$ cat config.mk
export PLATFORM = sky130hd
export DESIGN_NAME = div_share_ctrl
export DESIGN_NICKNAME = d
export VERILOG_FILES = /design/src/rtl/div_share_pkg.sv /design/src/rtl/div_share_ctrl_rr_arbiter2.sv /design/src/rtl/div_share_ctrl.sv
export SDC_FILE = /design/constraint.sdc
export NUM_CORES = 1
export LEC_CHECK = 0
export BUFFER_PORTS_ARGS = -buffer_cell sky130_fd_sc_hd__buf_2
export CAP_MARGIN = 30
export CORE_UTILIZATION = 30
export DETAILED_ROUTE_END_ITERATION = 6
export SYNTH_ARGS = -nofsm -noshare
export SYNTH_HDL_FRONTEND = slang
export SYNTH_SLANG_ARGS = --single-unit
$ cat constraint.sdc
create_clock -name clk -period 2.5 [get_ports clk]
set_input_delay 0.5 -clock clk [delete_from_list [all_inputs] [get_ports clk]]
set_output_delay 0.5 -clock clk [all_outputs]
set_load 0.03 [all_outputs]
$ cat src/rtl/div_share_pkg.sv
// Shared types and constants for the two-port divider share controller.
package div_share_pkg;

  typedef enum logic [2:0] {
    IDLE,
    FAST,
    ISSUE,
    BUSY,
    ABORT,
    RESP
  } state_e;

  localparam logic [2:0]  F3_DIV    = 3'b100;
  localparam logic [2:0]  F3_DIVU   = 3'b101;
  localparam logic [2:0]  F3_REM    = 3'b110;
  localparam logic [2:0]  F3_REMU   = 3'b111;

  localparam logic [31:0] DIV0_QUOT = 32'hFFFF_FFFF;
  localparam logic [31:0] INT_MIN   = 32'h8000_0000;
  localparam logic [31:0] NEG_ONE   = 32'hFFFF_FFFF;

  // Divide-by-zero and signed overflow are resolved without the divider.
  function automatic logic is_fast_op(input logic [31:0] a,
                                      input logic [31:0] b,
                                      input logic [2:0]  f3);
    return (b == '0) || (!f3[0] && (a == INT_MIN) && (b == NEG_ONE));
  endfunction

  // funct3[1] selects remainder over quotient.
  function automatic logic [31:0] fast_result(input logic [31:0] a,
                                              input logic [31:0] b,
                                              input logic [2:0]  f3);
    if (b == '0) return f3[1] ? a : DIV0_QUOT;
    else         return f3[1] ? '0 : INT_MIN;
  endfunction

endpackage

$ cat src/rtl/div_share_ctrl_rr_arbiter2.sv
// Two-way round-robin arbiter; the pointer names the preferred requester.
module rr_arbiter2
  import div_share_pkg::*;
(
  input  logic       clk,
  input  logic       reset,
  input  logic [1:0] request,
  input  logic       advance,
  output logic [1:0] grant
);

  logic ptr_q;

  // Pick the pointed-to requester when both ask, otherwise the lone one.
  always_comb begin
    grant = request;
    if (request == 2'b11) grant = ptr_q ? 2'b10 : 2'b01;
  end

  // After a grant the pointer moves to the requester that was not served.
  always_ff @(posedge clk or negedge reset) begin
    if (!reset)       ptr_q <= 1'b0;
    else if (advance) ptr_q <= grant[0];
  end

endmodule

$ cat src/rtl/div_share_ctrl.sv
// Shares one iterative divider between two requesters, with a fast path for
// divide-by-zero / signed overflow and per-owner flush.
module div_share_ctrl
  import div_share_pkg::*;
#(
  parameter int NREQ = 2
) (
  input  logic                  clk,
  input  logic                  reset,
  input  logic [NREQ-1:0]       req_valid,
  input  logic [NREQ-1:0][31:0] req_a,
  input  logic [NREQ-1:0][31:0] req_b,
  input  logic [NREQ-1:0][2:0]  req_funct3,
  output logic [NREQ-1:0]       req_ready,
  input  logic [NREQ-1:0]       flush,
  output logic [NREQ-1:0]       rsp_valid,
  output logic [31:0]           rsp_data,
  output logic                  div_valid,
  output logic                  div_flush,
  output logic [31:0]           div_a,
  output logic [31:0]           div_b,
  output logic [2:0]            div_funct3,
  input  logic [31:0]           div_res,
  input  logic                  div_done
);

  state_e      state_q;
  logic [31:0] a_q, b_q, res_q, rsp_data_q;
  logic [2:0]  f3_q;
  logic        owner_q;

  logic [NREQ-1:0] arb_req, grant;
  logic            arb_adv, gnt_id, own_flush, rsp_go;
  logic [31:0]     sel_a, sel_b;
  logic [2:0]      sel_f3;

  rr_arbiter2 u_arb (
    .clk     (clk),
    .reset   (reset),
    .request (arb_req),
    .advance (arb_adv),
    .grant   (grant)
  );

  // Arbitration only in IDLE; a requester flushing itself is not eligible.
  always_comb begin
    arb_req = (state_q == IDLE) ? (req_valid & ~flush) : '0;
    arb_adv = |grant;
    gnt_id  = grant[1];
    sel_a   = req_a[gnt_id];
    sel_b   = req_b[gnt_id];
    sel_f3  = req_funct3[gnt_id];
  end

  // Output decode from state and owner, gated by the owner's flush.
  always_comb begin
    own_flush  = flush[owner_q];
    rsp_go     = ((state_q == FAST) || (state_q == RESP)) && !own_flush;
    req_ready  = grant & {NREQ{reset}};
    rsp_valid  = '0;
    if (rsp_go) rsp_valid[owner_q] = 1'b1;
    // Result appears combinationally with the pulse, otherwise the last one holds.
    rsp_data   = rsp_go ? res_q : rsp_data_q;
    div_valid  = (state_q == ISSUE) && !own_flush;
    div_flush  = ((state_q == ISSUE) || (state_q == BUSY)) && own_flush;
    div_a      = a_q;
    div_b      = b_q;
    div_funct3 = f3_q;
  end

  // Controller FSM and operand/result registers.
  always_ff @(posedge clk or negedge reset) begin
    if (!reset) begin
      state_q    <= IDLE;
      a_q        <= '0;
      b_q        <= '0;
      f3_q       <= '0;
      owner_q    <= 1'b0;
      res_q      <= '0;
      rsp_data_q <= '0;
    end else begin
      case (state_q)
        IDLE: begin
          if (|grant) begin
            a_q     <= sel_a;
            b_q     <= sel_b;
            f3_q    <= sel_f3;
            owner_q <= gnt_id;
            if (is_fast_op(sel_a, sel_b, sel_f3)) begin
              res_q   <= fast_result(sel_a, sel_b, sel_f3);
              state_q <= FAST;
            end else begin
              state_q <= ISSUE;
            end
          end
        end
        ISSUE: state_q <= own_flush ? ABORT : BUSY;
        BUSY: begin
          if (own_flush) begin
            state_q <= ABORT;
          end else if (div_done) begin
            res_q   <= div_res;
            state_q <= RESP;
          end
        end
        ABORT: state_q <= IDLE;
        FAST, RESP: begin
          if (rsp_go) rsp_data_q <= res_q;
          state_q <= IDLE;
        end
        default: state_q <= IDLE;
      endcase
    end
  end

endmodule

==> results.sh <==
export IMPL_grt_usage=0.205
export IMPL_max_slew_margin=0.566
export IMPL_reg2reg_to="res_q[30]"
export IMPL_vdd_ir_drop_max_mv=0.543
export IMPL_rsz0062_at_grt="yes"
export IMPL_cpMaxStageDelayCell="or4_4"
export IMPL_violations="setup timing"
export IMPL_route_detailed_drc=0
export IMPL_worst_setup_path_type="reg2reg"
export IMPL_grt_pass1_vias=6414
export IMPL_numClockSinks=136
export IMPL_fin_skew_ns=0.0158
export IMPL_maxSlewViolCount=0
export IMPL_cts_root_buf="clkbuf_16"
export IMPL_syn_nets=817
export IMPL_synth_simple_gate_area_frac=0.116
export IMPL_hold_class="in2reg"
export IMPL_cts_path_max_buffers=2
export IMPL_finalCritPeriodShare=1.05
export IMPL_worst_setup_path_end_kind="flop"
export IMPL_fillers=2263
export IMPL_synth_main_ff_cell="dfrtp_1"
export IMPL_cp_cell_sequence="nor3_2 > o211ai_1 > or4_4 > o22ai_4 > o21bai_4 > o21ai_4 > buf_8 > mux2_4"
export IMPL_gp_congestion=0.849
export IMPL_overflow=0
export IMPL_netlist_area_um2=7240
export IMPL_fin_ws_ns=-0.120
export IMPL_vias=6573
export IMPL_ys_seq_elements=136
export IMPL_numPlacedInstances=1321
export IMPL_rows=56
export IMPL_insertion_delay_ns=0.41
export IMPL_finish_utilization=0.467
export IMPL_tightestPinTransition_ns=0.651
export IMPL_area_delta_synth_final_pct=51.7
export IMPL_first_pass_iters=4
export IMPL_cts_made_buffers=17
export IMPL_critPathRequiredTime_ns=2.79
export IMPL_cts_tree="yes"
export IMPL_worstReg2RegStart="state_q[1]"
export IMPL_drive_gt1_frac=0.557
export IMPL_yosysUniqueCellTypes=39
export IMPL_port_buffers=277
export IMPL_powerDensity_nw_per_um2=899
export IMPL_dp_hpwl_um=19400
export IMPL_finalNetCount=1209
export IMPL_min_path_cells=3
export IMPL_status="complete, but fails checks"
export IMPL_yosys_warnings=0
export IMPL_worstPathArrival_ns=2.91
export IMPL_critPathMaxFanout=8
export IMPL_ios=278
export IMPL_via_per_inst=4.80
export IMPL_worstSetupEndpoint="res_q[30]"
export IMPL_clock_fmax_mhz=382
export IMPL_routed_wirelength_um=26000
export IMPL_startpoint="state_q[1]"
export IMPL_core_area_um2=23500
export IMPL_dieArea_um2=24800
export IMPL_chipHeight_um=157
export IMPL_multi_input_comb_area_um2=3740
export IMPL_synth_compound_area_frac=0.0823
export IMPL_p_leak_uw=0.00590
export IMPL_critPathTopFamily="simple AND/OR/NAND/NOR gates"
export IMPL_synth_top_family_by_area="multiplexers"
export IMPL_async_reset_ff_frac=1.00
export IMPL_final_min_clock_period_ns=2.62
export IMPL_syn_inst=644
export IMPL_drt_iter0_markers=354
export IMPL_report_final_setup_viol=32
export IMPL_layout_commonest_cell="buf_2"
export IMPL_reg2reg_slack_ns=-0.12
export IMPL_die_w_um=157
export IMPL_crit_cells=8
export IMPL_start_util=0.308
export IMPL_slowest_delay_ns=0.63
export IMPL_synth_edf_count=0
export IMPL_post_synth_cell_area_avg_um2=11.2
export IMPL_grt_max_degree=136
export IMPL_clk_pin_slew_worst_paths_ns=0.07
export IMPL_final_cells=1369
export IMPL_wl_per_cell_um=19.0
export IMPL_ant_nets=0
export IMPL_reg2reg_depth=8
export IMPL_place_ws_ns=-0.654
export IMPL_synth_fa_ha_area_frac=0
export IMPL_antenna_found_initial=2
export IMPL_drv_cap=0
export IMPL_final_cell_mix="buf_2 (242), dfrtp_1 (136), buf_4 (118), mux2_2 (93), nand2_1 (76)"
export IMPL_critPathBufInv=1
export IMPL_grt_pass1_wl_um=37500
export IMPL_synth_xor_area_frac=0
export IMPL_seq_area_um2=3400
export IMPL_h_tree_depth=4
export IMPL_startpoint_type="flop"
export IMPL_synth_area_mux_share=0.302
export IMPL_ys_seq_area_frac=0.470
export IMPL_finalHoldViolCount=0
==> state kept, by name (all words and copies together), names as in the netlist <==
| name | flops |
|---|---|
| u_arb.ptr_q | 1 |
| div_b | 32 |
| owner_q | 1 |
| div_funct3 | 3 |
| rsp_data_q | 32 |
| state_q | 3 |
| res_q | 32 |
| div_a | 32 |
==> kinds of logic (layout without fill, tap and decap cells) <==
group                  after synthesis  count (layout)
muxes                              192             192
and+or+nand+nor                    163             163
other                                0               2
AOI/OAI and AO/OA                  110             110
DFF                                136             136
buffers and inverters               43             447
==> what timing repair did <==
item,in CTS,in global routing
hold buffers,1,0
gates cloned,4,3
endpoints found under the setup margin,64,65
pin swaps,5,6
hold endpoints to repair,8,0
buffers inserted,9,3
resized for setup,25,105
==> layer usage <==
metal,part of all wire,vias to the layer above,wire length [um],GRT usage
li1,-,3151,-,-
met1,0.46,3191,12000,0.277
met2,0.48,220,12500,0.340
met3,0.047,11,1230,0.0363
met4,0.010,0,262,0.0481
met5,0,-,0,0
==> power breakdown <==
part | total, uW | switching (uW) | internal (uW)
combinational | 4180 | 2650 | 1520
sequential | 3170 | 340 | 2830
clock | 2530 | 1020 | 1500
==> tightest hold or removal path: cells and delay by family <==
kind                   cells  cell delay [ns]
buffers and inverters      2             0.13
AOI/OAI and AO/OA          1             0.05
==> worst min-delay path by stage <==
stage	to	from	slack [ns]
final	div_funct3[2]	req_funct3[5]	0.30
after global routing	div_funct3[2]	req_funct3[5]	0.34
after CTS	div_funct3[2]	req_funct3[5]	0.28
after detailed placement	res_q[18]	reset	0.33
after global placement	res_q[18]	reset	0.33
after floorplan	div_a[0]	reset	0.20
==> area by class of cell <==
cell class              instances  share of cell area
multi-input cells             465               0.341
flip-flops and latches        136               0.310
repair buffers                413               0.259
clock buffers                  18              0.0400
well taps                     319              0.0363
clock inverters                13              0.0130
inverters                       3             0.00102
diodes                          2            0.000456
==> Yosys cell counts, types with 2 or more instances <==
cell | number | area [um2]
nor4_1 | 25 | 156
nor3_1 | 5 | 25.0
mux2_2 | 96 | 1080
nand4bb_1 | 2 | 22.5
mux2_4 | 29 | 435
o211ai_1 | 2 | 15.0
a21oi_1 | 32 | 160
nor4b_1 | 3 | 26.3
dfrtp_1 | 136 | 3400
and2_1 | 2 | 12.5
nand3_1 | 4 | 20.0
mux2i_1 | 67 | 671
nand4_1 | 17 | 106
nor2b_1 | 3 | 18.8
nor2_1 | 9 | 33.8
or4_1 | 4 | 30.0
buf_1 | 6 | 22.5
buf_12 | 3 | 60.1
o21ai_0 | 68 | 340
buf_2 | 5 | 25.0
nand2b_1 | 2 | 12.5
nand4b_1 | 4 | 35.0
clkbuf_1 | 26 | 97.6
inv_1 | 3 | 11.3
nand2_1 | 77 | 289
==> metrics by stage <==
step	power, uW	setup TNS [ns]	cell area [um2]	hold WS, ns
3_5_place_dp	7160	-19.28	9860	0.331
2_1_floorplan	5660	-0.894	7240	0.204
3_3_place_gp	7100	-19.94	9860	0.332
6_report	9880	-3.35	11000	0.298
5_1_grt	10400	-8.83	11000	0.341
4_1_cts	9840	-2.20	10700	0.281
Note: power is estimated with default switching activity, not from simulation.
